### config.mk
export PLATFORM = sky130hd
export DESIGN_NAME = alu_pipe
export DESIGN_NICKNAME = d
export VERILOG_FILES = /design/src/rtl/alu_pipe.sv
export SDC_FILE = /design/constraint.sdc
export NUM_CORES = 1
export LEC_CHECK = 0
export BUFFER_PORTS_ARGS = -buffer_cell sky130_fd_sc_hd__buf_4
export CAP_MARGIN = 20
export CORE_MARGIN = 10
export CORE_UTILIZATION = 35
export DETAILED_ROUTE_END_ITERATION = 12
export PLACE_DENSITY_LB_ADDON = 0.12
export SYNTH_ARGS = -nofsm -noshare
export SYNTH_HDL_FRONTEND = slang
export SYNTH_SLANG_ARGS = --single-unit
### constraint.sdc
create_clock -name clk -period 4.6 [get_ports clk]
set_input_delay 0.23 -clock clk [delete_from_list [all_inputs] [get_ports clk]]
set_output_delay 0.23 -clock clk [all_outputs]
set_load 0.05 [all_outputs]
### src/rtl/alu_pipe.sv
`default_nettype none
// ============================================================================
// alu_pipe : pipelined ALU with valid/ready handshake, flags and op counter
// Rev 1.0
// ============================================================================
module alu_pipe #(
   parameter int WIDTH       = 4,
   parameter int PIPE_STAGES = 2,
   parameter int CNT_W       = 16
) (
   input  logic               clk,
   input  logic               rst,
   input  logic [WIDTH-1:0]   a,
   input  logic [WIDTH-1:0]   b,
   input  logic [3:0]         i,
   input  logic               in_valid,
   output logic               in_ready,
   output logic [WIDTH+1:0]   s,
   output logic               zero,
   output logic               err,
   output logic               out_valid,
   input  logic               out_ready,
   output logic [CNT_W-1:0]   op_count
);

   localparam logic [CNT_W-1:0] CNT_MAX = '1;
   localparam logic [WIDTH:0]   ONE_X   = (WIDTH+1)'(1);

   logic [WIDTH:0]   ax;
   logic [WIDTH:0]   bx;
   logic [WIDTH+1:0] res;
   logic             res_err;
   logic             adv;

   logic [PIPE_STAGES-1:0] vld;
   logic [PIPE_STAGES-1:0] zero_q;
   logic [PIPE_STAGES-1:0] err_q;
   logic [WIDTH+1:0]       s_q [PIPE_STAGES];

   assign ax = {1'b0, a};
   assign bx = {1'b0, b};

   always_comb begin
      res     = '0;
      res_err = 1'b0;
      case (i)
         4'd0:    res = {1'b0, ax + bx};
         4'd1:    res = {1'b0, ax - bx};
         4'd2:    res = {2'b00, a & b};
         4'd3:    res = {2'b00, a | b};
         4'd4:    res = {2'b00, a ^ b};
         4'd5:    res = {2'b00, ~a};
         4'd6:    res = {1'b0, a, 1'b0};
         4'd7:    res = {2'b00, a >> 1};
         4'd8:    res = {1'b0, ax + ONE_X};
         4'd9:    res = {1'b0, ax - ONE_X};
         4'd10:   res[2:0] = {a > b, a == b, a < b};
         4'd11:   res = {2'b00, a};
         default: res_err = 1'b1;
      endcase
   end

   // A full output that is not being drained stalls the entire pipe.
   assign adv       = !out_valid || out_ready;
   assign in_ready  = adv;
   assign out_valid = vld[PIPE_STAGES-1];
   assign s         = s_q[PIPE_STAGES-1];
   assign zero      = zero_q[PIPE_STAGES-1];
   assign err       = err_q[PIPE_STAGES-1];

   always_ff @(posedge clk) begin
      if (rst) begin
         vld      <= '0;
         zero_q   <= '0;
         err_q    <= '0;
         op_count <= '0;
         for (int k = 0; k < PIPE_STAGES; k++) begin
            s_q[k] <= '0;
         end
      end else begin
         if (adv) begin
            vld[0]    <= in_valid;
            s_q[0]    <= res;
            zero_q[0] <= (res == '0);
            err_q[0]  <= res_err;
            for (int k = 1; k < PIPE_STAGES; k++) begin
               vld[k]    <= vld[k-1];
               s_q[k]    <= s_q[k-1];
               zero_q[k] <= zero_q[k-1];
               err_q[k]  <= err_q[k-1];
            end
         end
         if (out_valid && out_ready && (op_count != CNT_MAX)) begin
            op_count <= op_count + CNT_W'(1);
         end
      end
   end

endmodule
`default_nettype wire

==> metrics.md, run 1 <==
| Metric | Value |
|---|---|
| Count of pins over their slew limit | `0` |
| Max-cap violations | `0` |
| Synth-to-Final Area Change | `15.7%` |
| Synth cell types | `56` |
| Site row count | `29` |
| Reg2reg setup slack | `about 2.8 ns` |
| Global-route wire length before repair | `8920 µm` |
| Placed cell areas | `2580 µm²` |
| Initial antenna violation count | `0` |
| Final Hold Fails | `0` |
| # Post-CTS Setup Buffers | `0` |
| Final setup TNS | `0 ns` |
| Synth Net Count | `302` |
| Die H | `101 µm` |
| Worst EP arrival | `between 2 and 2.5 ns` |
| Pre-antenna DRT Iters | `4` |
| Vias per inst | `~5.3` |
| Worst rel slew slack | `61.1%` |
| Maximum vdd drop | `0.210 mV` |
| Clk_lat worst skew | `0.27 ns` |
| ANT nets after route | `0` |
| Fraction of layout cells with a size suffix above 1 | `19.1%` |
| RSZ-0062 raised after global routing | `false` |
| CP max FO | `8` |
| Worst reg2reg endpoint | `op_count[15]` |
| Ports | `42` |
| Hold Path Depth | `3` |
| Via count | `1976` |
| CP required | `4.61 ns` |
| Clock Skew | `~0.0066 ns` |
| Finished Cell Area | `between 2000 and 3000 µm²` |
| Hold Crit Class | `in -> reg` |
| Net count of the finished layout | `approximately 330` |
| CP most frequent cell | `inv_1` |
| Endpoint class of the critical path | `flip-flop` |
| Core footprint | `approximately 6300 µm²` |
| Main synth FF type | `dfxtp_1` |
| Fill cells | `~670` |
| Routed WL | `5610 µm` |
| R2R depth | `7` |
| Sequential Area | `~740 µm²` |
| Leak | `between 0.001 and 0.0015 µW` |
| Post_cts resized | `0` |
| Largest net degree at the start of global routing | `25` |
| Setup Viol. Count Final | `0` |
| Die area | `between 10000 and 15000 µm²` |
| Most frequent cells in the layout | `40 x buf_4, 30 x nor2_1, 24 x nand2_1, 22 x dfxtp_1, 19 x inv_1` |
| Synthesis-stage register bit count | `32` |
| GRT Util Overall | `10.6%` |
| Final Non-Filler Cells | `375` |
| Worst hold path endpoint | `vld[0]` |
| Status | `complete, no violations` |
| CTS Sinks | `32` |
| Post-synth top area share | `19.2%` |
| Vias in the first global route | `1872` |
| IO buf count | `40` |
| EDFF count, synth | `10` |
| Synthesized area | `2300 µm²` |
| Yosys top cell by area | `dfxtp_1` |
| Area of the multi-input gates | `between 1000 and 1500 µm²` |
| GRT overflow | `0` |
| Final design utilization | `between 40% and 50%` |
| Initial DRC count | `68` |
| Crit path kind | `in -> reg` |
| Seq/Total Area, Yosys | `32.3%` |
| Post-Syn Instances | `roughly 270` |
| CTS tree | `yes` |
| CP startpoint kind | `input pin` |
| DR DRC count | `0` |
| Clk pin slew, worst setup/hold paths | `0.07 ns` |
| Worst slew pin tran | `0.583 ns` |
| Total power divided by cell area | `~240 nW/µm²` |
| Area contributors post-synth | `dfxtp_1 19%, edfxtp_1 13%, ha_1 8.2%` |
| Most common cell after layout, fill and taps aside | `buf_4` |
| CP max-delay cell | `nor4_1` |
| DP Wirelength | `4360 µm` |
| Synth Warn # | `0` |
| CP max stage delay | `0.45 ns` |
| Placed Cells | `about 370` |
| Hold-fix buffers, CTS | `0` |
| Worst path cell trace | `buf_4 > inv_1 > ha_1 > inv_1 > fa_1 > xnor2_1 > a21oi_1 > nand2_1 > nor4_1 > nor2_1` |
| Total CTS buffers | `5` |
| Die Wd | `101 µm` |
| Final Wtd Congestion | `0.960` |
| Number of antenna diodes | `0` |
| Critical path origin | `a[0]` |
| Worst hold path startpoint | `in_valid` |
| Reg2reg start | `op_count[0]` |
| CTS H-tree lvls | `2` |
| Syn avg cell area | `8.54 µm²` |
| Tcrit/Tclk final | `44.7%` |
| Starting Density | `36.2%` |
| Achievable frequency | `487 MHz` |
| Root buffer cell | `clkbuf_8` |
| Synth async-reset ratio | `0%` |
| Per-cell routed wire length | `15.0 µm` |
| Fin crit period | `2.05 ns` |
| Clock buffer depth | `2` |
[per-stage QoR]
| step | setup slack (ns) | hold slack [ns] | power, µW |
|---|---|---|---|
| after floorplan | 2.60 | 0.299 | 417 |
| after global routing | 2.38 | 0.217 | 682 |
| final | 2.55 | 0.206 | 649 |
| after detailed placement | 2.30 | 0.452 | 454 |
| after global placement | 2.26 | 0.440 | 455 |
| after CTS | 2.58 | 0.201 | 654 |
[area by class of cell]
cell class,instances,share of cell area [%]
flip-flops and latches,32,27.9
repair buffers,40,11.3
inverters,19,2.68
clock inverters,1,0.188
well taps,77,3.63
clock buffers,6,2.73
multi-input cells,200,51.6
[synthesized netlist by cell type, drive strengths merged, types with 2 or more instances]
master and number:
and4 2, dfxtp 22, buf 14, nor4 7, nor2 30, and3 3, a22oi 2, a32oi 4
ha 15, nand4 5, xor2 14, o21ai 4, fa 2, o22ai 3, a21oi 17, xnor2 5
nor3b 5, edfxtp 10, nand3 13, o32ai 3, and2 6, clkbuf 4, o21bai 2, nor2b 5
nand2 24, a31oi 4, inv 19, nor3 3, nand2b 3
[state kept, by name, summed over array words and instances, names as in the netlist]
name      count
op_count     16
zero_q        2
err_q         2
s_q          10
vld           2
[critical path, delay by kind of cell]
| kind | cells | cell delay, ns |
|---|---|---|
| AOI/OAI and AO/OA | 1 | 0.15 |
| and+or+nand+nor | 3 | 0.59 |
| adders and majority gates | 2 | 0.61 |
| xor gates and xnor gates | 1 | 0.15 |
| buffers and inverters | 3 | 0.33 |
[cells by family after synthesis]
family | Yosys count | share of synthesized area (%)
AND/OR/NAND/NOR | 111 | 26.4
XOR/XNOR | 19 | 7.25
other | 1 | 0.163
buffers and inverters | 37 | 8.07
AO/OA/AOI/OAI | 50 | 15.0
adder cells (fa/ha/maj) | 17 | 9.92
flip-flops | 32 | 32.3
multiplexers | 2 | 0.926
[how the worst max path moves through the flow]
stage	end	slack, ns	depth (start not counted)
6_report	s_q[0][2]	2.55	10
5_1_grt	zero_q[0]	2.38	10
4_1_cts	zero_q[0]	2.58	10
3_5_place_dp	s_q[0][2]	2.30	10
3_3_place_gp	zero_q[0]	2.26	10
2_1_floorplan	zero_q[0]	2.60	6
[power by group]
group	switching, µW	internal [µW]
Combinational	90.4	52.1
Clock	97.4	103
Sequential	3.68	302
Total	191	457
[metal layers]
metal	up-vias	global-route usage (%)	part of all wire [%]	wire length [µm]
met1	927	14.1	47	2640
met5	-	0	0	0
met4	0	4.18	1.5	84
li1	998	-	-	-
met3	6	3.29	6.4	361
met2	45	15.7	45	2530
No activity file was read; power rests on OpenSTA's default activity.
==> run 2, diff against run 1 <==
- clock period: 4.6 -> 1.95 ns (I/O delays scaled with it)
==> metrics.md, run 2 (synthesis gave the netlist of run 1 again) <==
| Metric | Value |
|---|---|
| Status | `complete, no violations` |
| Maximum vdd drop | `0.390 mV (+86%)` |
| Top reg by flops | `op_count` |
| Site row count | `29 (unchanged)` |
| Endpoint class of the critical path | `flip-flop` |
| Reg2reg setup slack | `0.21 ns (-2.61 ns)` |
| Via count | `2038 (+3.1%)` |
| # Post-CTS Setup Buffers | `0 (unchanged)` |
| Worst EP arrival | `1.78 ns (-0.28 ns)` |
| Fin crit period | `between 1.5 and 2 ns` |
| Leak | `0.00127 µW (+12%)` |
| Clock buffer depth | `2 (unchanged)` |
| Routed WL | `5630 µm (+0.21%)` |
| CTS tree | `yes` |
| RSZ-0062 raised after global routing | `false` |
| Die area | `10200 µm² (unchanged)` |
| Root buffer cell | `clkbuf_8` |
| Worst reg2reg endpoint | `op_count[15]` |
| R2R depth | `8 (+1)` |
| GRT Util Overall | `11.1% (+0.45 points)` |
| CP startpoint kind | `input pin` |
| Fill cells | `639 (-5.1%)` |
| DR DRC count | `0 (unchanged)` |
| Max reg flops | `16 (unchanged)` |
| Max-cap violations | `0 (unchanged)` |
| Worst hold path startpoint | `in_valid` |
| Setup WS pre-CTS | `-0.0616 ns (-2.36 ns)` |
| DP Wirelength | `4500 µm (+3.0%)` |
| Reg2reg start | `op_count[0]` |
| CP required | `1.97 ns (-2.64 ns)` |
| Tcrit/Tclk final | `between 90 and 100%` |
| Pre-antenna DRT Iters | `4 (unchanged)` |
| Final Hold Fails | `0 (unchanged)` |
| Setup Viol. Count Final | `0 (unchanged)` |
| ANT nets after route | `0 (unchanged)` |
| Clk_lat worst skew | `0.27 ns (about the same)` |
| Worst setup margin | `0.185 ns (-2.36 ns)` |
| Fraction of layout cells with a size suffix above 1 | `27.8% (+8.7 points)` |
| Final Wtd Congestion | `0.922 (-3.9%)` |
| Achievable frequency | `567 MHz` |
| CP max FO | `3 (-5)` |
| Total power divided by cell area | `562 nW/µm² (+130%)` |
| Count of pins over their slew limit | `0 (unchanged)` |
| Core footprint | `6350 µm² (unchanged)` |
| Vias in the first global route | `1985 (+6.0%)` |
| Initial antenna violation count | `0 (unchanged)` |
| Per-cell routed wire length | `14.0 µm (-6.3%)` |
| GRT overflow | `0 (unchanged)` |
| Largest net degree at the start of global routing | `25 (unchanged)` |
| IO buf count | `40 (unchanged)` |
| Die H | `101 µm (unchanged)` |
| Hold Path Depth | `3 (unchanged)` |
| Global-route wire length before repair | `9430 µm (+5.6%)` |
| Initial DRC count | `64 (-5.9%)` |
| Clk pin slew, worst setup/hold paths | `0.07 ns (about the same)` |
| Placed Cells | `393 (+6.8%)` |
| Most frequent cells in the layout | `64 x buf_4, 30 x nor2_1, 24 x nand2_1, 19 x inv_1, 17 x a21oi_1` |
| Crit path kind | `in -> reg` |
| CTS H-tree lvls | `2 (unchanged)` |
| Net count of the finished layout | `356 (+7.6%)` |
| CTS Sinks | `32 (unchanged)` |
| Total CTS buffers | `5 (unchanged)` |
| Number of antenna diodes | `0 (unchanged)` |
| Vias per inst | `5.08 (-3.5%)` |
| Hold Crit Class | `in -> reg` |
| Most common cell after layout, fill and taps aside | `buf_4` |
| Worst hold path endpoint | `vld[0]` |
| Die Wd | `101 µm (unchanged)` |
| Clock Skew | `0.00198 ns (-0.00463 ns)` |
| Starting Density | `36.2% (unchanged)` |
| Ports | `42 (unchanged)` |
| Synth-to-Final Area Change | `25.6%` |
| Final Non-Filler Cells | `401 (+6.9%)` |
| Biggest regs | `op_count x16, s_q x10` |
-- run 2: per-stage QoR --
stage	TNS [ns]	hold slack (ns)	area, µm²	util, %	total power [µW]
after floorplan	0	0.167	2300	-	985
after global placement	-0.0483	0.365	2790	43.9	1110
after detailed placement	-0.108	0.371	2790	43.9	1110
after CTS	0	0.0695	2880	45.3	1630
after global routing	0	0.0815	2880	45.4	1700
final	0	0.0778	2880	45.4	1620
-- run 2: how the worst max path moves through the flow --
stage,cells past startpoint,from,slack [ns],to
3_5_place_dp,10,a[0],-0.06,s_q[0][2]
2_1_floorplan,6,op_count[4],0.006,op_count[12]
5_1_grt,7,op_count[5],0.05,op_count[15]
6_report,10,a[0],0.19,s_q[0][2]
3_3_place_gp,10,a[0],-0.03,s_q[0][2]
4_1_cts,8,op_count[0],0.19,op_count[15]
-- run 2: area by class of cell --
| type | count | area [µm²] | share of cell area, % |
|---|---|---|---|
| multi-input combinational | 200 | 1380 | 47.7 |
| sequential | 32 | 749 | 26.0 |
| timing repair buffer | 65 | 500 | 17.4 |
| tap | 77 | 96.3 | 3.34 |
| clock buffer | 8 | 90.1 | 3.12 |
| inverter | 19 | 71.3 | 2.47 |
-- run 2: layer usage --
layer	routed length (µm)	GRT usage [%]	part of all wire (%)	up-vias
met2	2660	18.6	47	58
li1	-	-	-	1048
met1	2530	13.8	45	928
met3	385	2.74	6.8	4
met4	44	2.89	0.78	0
met5	0	0	0	-
-- run 2: worst max-delay path, cell delays in order --
cell and delay (ns):
buf_4 0.12, inv_1 0.06, ha_1 0.19, inv_1 0.06, fa_1 0.40, xnor2_1 0.15
a21oi_1 0.15, nand2_1 0.07, nor4_1 0.40, nor2_1 0.07
-- run 2: power breakdown --
part | internal [µW] | switching [µW] | leakage (µW)
clock | 288 | 234 | 0.0000455
sequential | 713 | 8.30 | 0.000300
combinational | 157 | 219 | 0.000924
-- run 2: timing repair --
action,4_1_cts,5_1_grt
endpoints found under the setup margin,0,1
hold buffers,0,0
resized for setup,0,1
==> run 3, diff against run 2 <==
- CORE_UTILIZATION: 35 -> 56
- clock period: 1.95 -> 1.9 ns (I/O delays scaled with it)
==> metrics.md, run 3 (synthesis gave the netlist of run 1 again) <==
| Metric | Value |
|---|---|
| Top reg by flops | `op_count` |
| Clock buffer depth | `2 (unchanged)` |
| GRT overflow | `0 (unchanged)` |
| Worst slew pin tran | `0.516 ns` |
| Total power | `1780 µW (+10%)` |
| Biggest regs | `op_count x16, s_q x10` |
| Number of antenna diodes | `0 (unchanged)` |
| DP Wirelength | `4300 µm (-4.4%)` |
| Fill cells | `316 (-51%)` |
| Synth-to-Final Area Change | `23.3%` |
| Starting Density | `57.8% (+22 points)` |
| Largest net degree at the start of global routing | `25 (unchanged)` |
| Die H | `84.0 µm (-17%)` |
| Vias in the first global route | `1965 (-1.0%)` |
| RSZ-0062 raised after global routing | `false` |
| Worst EP arrival | `1.74 ns (-0.04 ns)` |
| Worst setup margin | `0.180 ns (-0.00495 ns)` |
| CTS Sinks | `32 (unchanged)` |
| Core footprint | `3970 µm² (-37%)` |
| Vias per inst | `5.66 (+11%)` |
| Clk pin slew, worst setup/hold paths | `0.07 ns (about the same)` |
| CP required | `1.92 ns (-0.05 ns)` |
| Crit path kind | `in -> reg` |
| Max reg flops | `16 (unchanged)` |
| Total CTS buffers | `5 (unchanged)` |
| Hold Crit Class | `in -> reg` |
| DR DRC count | `0 (unchanged)` |
| Final design utilization | `71.3% (+26 points)` |
| CP startpoint kind | `input pin` |
| Initial DRC count | `86 (+34%)` |
| Final Hold Fails | `0 (unchanged)` |
| Most frequent cells in the layout | `60 x buf_4, 30 x nor2_1, 24 x nand2_1, 19 x inv_1, 17 x a21oi_1` |
| Tcrit/Tclk final | `90.5%` |
| Hold-fix buffers, CTS | `0 (unchanged)` |
| Max-cap violations | `0 (unchanged)` |
| Die area | `7060 µm² (-31%)` |
| Total power divided by cell area | `630 nW/µm² (+12%)` |
| Root buffer cell | `clkbuf_8` |
| Leak | `0.00126 µW (-1.1%)` |
| Final Non-Filler Cells | `369 (-8.0%)` |
| Ports | `42 (unchanged)` |
| Via count | `2090 (+2.6%)` |
| Worst rel slew slack | `65.3%` |
| Final setup TNS | `0 ns (unchanged)` |
| Clk_lat worst skew | `0.28 ns (about the same)` |
| GRT Util Overall | `15.6% (+4.5 points)` |
| Net count of the finished layout | `351 (-1.4%)` |
| Site row count | `23 (-21%)` |
| Global-route wire length before repair | `9400 µm (-0.30%)` |
| IO buf count | `40 (unchanged)` |
| Count of pins over their slew limit | `0 (unchanged)` |
| Placed Cells | `361 (-8.1%)` |
| Fin crit period | `1.72 ns` |
| Status | `complete, no violations` |
| Most common cell after layout, fill and taps aside | `buf_4` |
| CTS tree | `yes` |
| Pre-antenna DRT Iters | `4 (unchanged)` |
| ANT nets after route | `0 (unchanged)` |
| Routed WL | `5600 µm (-0.44%)` |
| Setup Viol. Count Final | `0 (unchanged)` |
| Setup WS pre-CTS | `-0.0929 ns (-0.0313 ns)` |
| Achievable frequency | `582 MHz` |
| Per-cell routed wire length | `15.2 µm (+8.2%)` |
| CP max FO | `4 (+1)` |
| CTS H-tree lvls | `2 (unchanged)` |
| Clock Skew | `0.00501 ns (+0.00304 ns)` |
| Maximum vdd drop | `0.346 mV (-11%)` |
| Final Wtd Congestion | `0.906 (-1.8%)` |
| Initial antenna violation count | `0 (unchanged)` |
| Endpoint class of the critical path | `flip-flop` |
| Fraction of layout cells with a size suffix above 1 | `28.2% (+0.44 points)` |
| # Post-CTS Setup Buffers | `0 (unchanged)` |
| Post_cts resized | `0 (unchanged)` |
| Die Wd | `84.0 µm (-17%)` |
[run 3: per-layer routing]
| metal | GRT usage, % | part of all wire (%) | up-vias |
|---|---|---|---|
| met5 | 0 | 0 | - |
| met4 | 4.87 | 1.4 | 0 |
| met3 | 3.13 | 5.2 | 6 |
| met2 | 26.6 | 48 | 71 |
| met1 | 19.1 | 45 | 976 |
| li1 | - | - | 1037 |
[run 3: layout make-up]
cell class                      instances  area (µm²)  area share (%)
Sequential cell                        32         754            26.7
Tap cell                               50        62.6            2.21
Inverter                               19        71.3            2.52
Multi-Input combinational cell        200        1370            48.4
Timing Repair Buffer                   60         450            15.9
Clock buffer                            8         121            4.29
[run 3: per-stage QoR]
step / instance area [µm²] / hold WS, ns
after global placement: 2710 / 0.363
after detailed placement: 2710 / 0.372
final: 2830 / 0.0825
after CTS: 2830 / 0.0736
after global routing: 2830 / 0.0914
after floorplan: 2310 / 0.164
[run 3: path summary, 6_finish.rpt]
kind / from / end / slack [ns] / depth (start not counted)
worst min register to register: err_q[1] / err_q[1] / 0.47 / 2
worst max register to register: op_count[6] / op_count[11] / 0.21 / 7
worst max-delay path: a[0] / s_q[0][2] / 0.18 / 8
worst min-delay path: in_valid / vld[0] / 0.08 / 3
[run 3: worst max-delay path, cell delays in order]
cell and delay [ns]:
buf_4 0.12, ha_1 0.24, fa_1 0.42, xor2_1 0.17
a2bb2oi_1 0.15, nand2_1 0.09, nor4_1 0.39, nor2_1 0.07
[run 3: where the power goes]
part	leakage, µW	switching (µW)	total (µW)	internal, µW
clock network	0.0000627	248	658	410
registers	0.000302	9.29	741	732
logic	0.000892	227	382	156
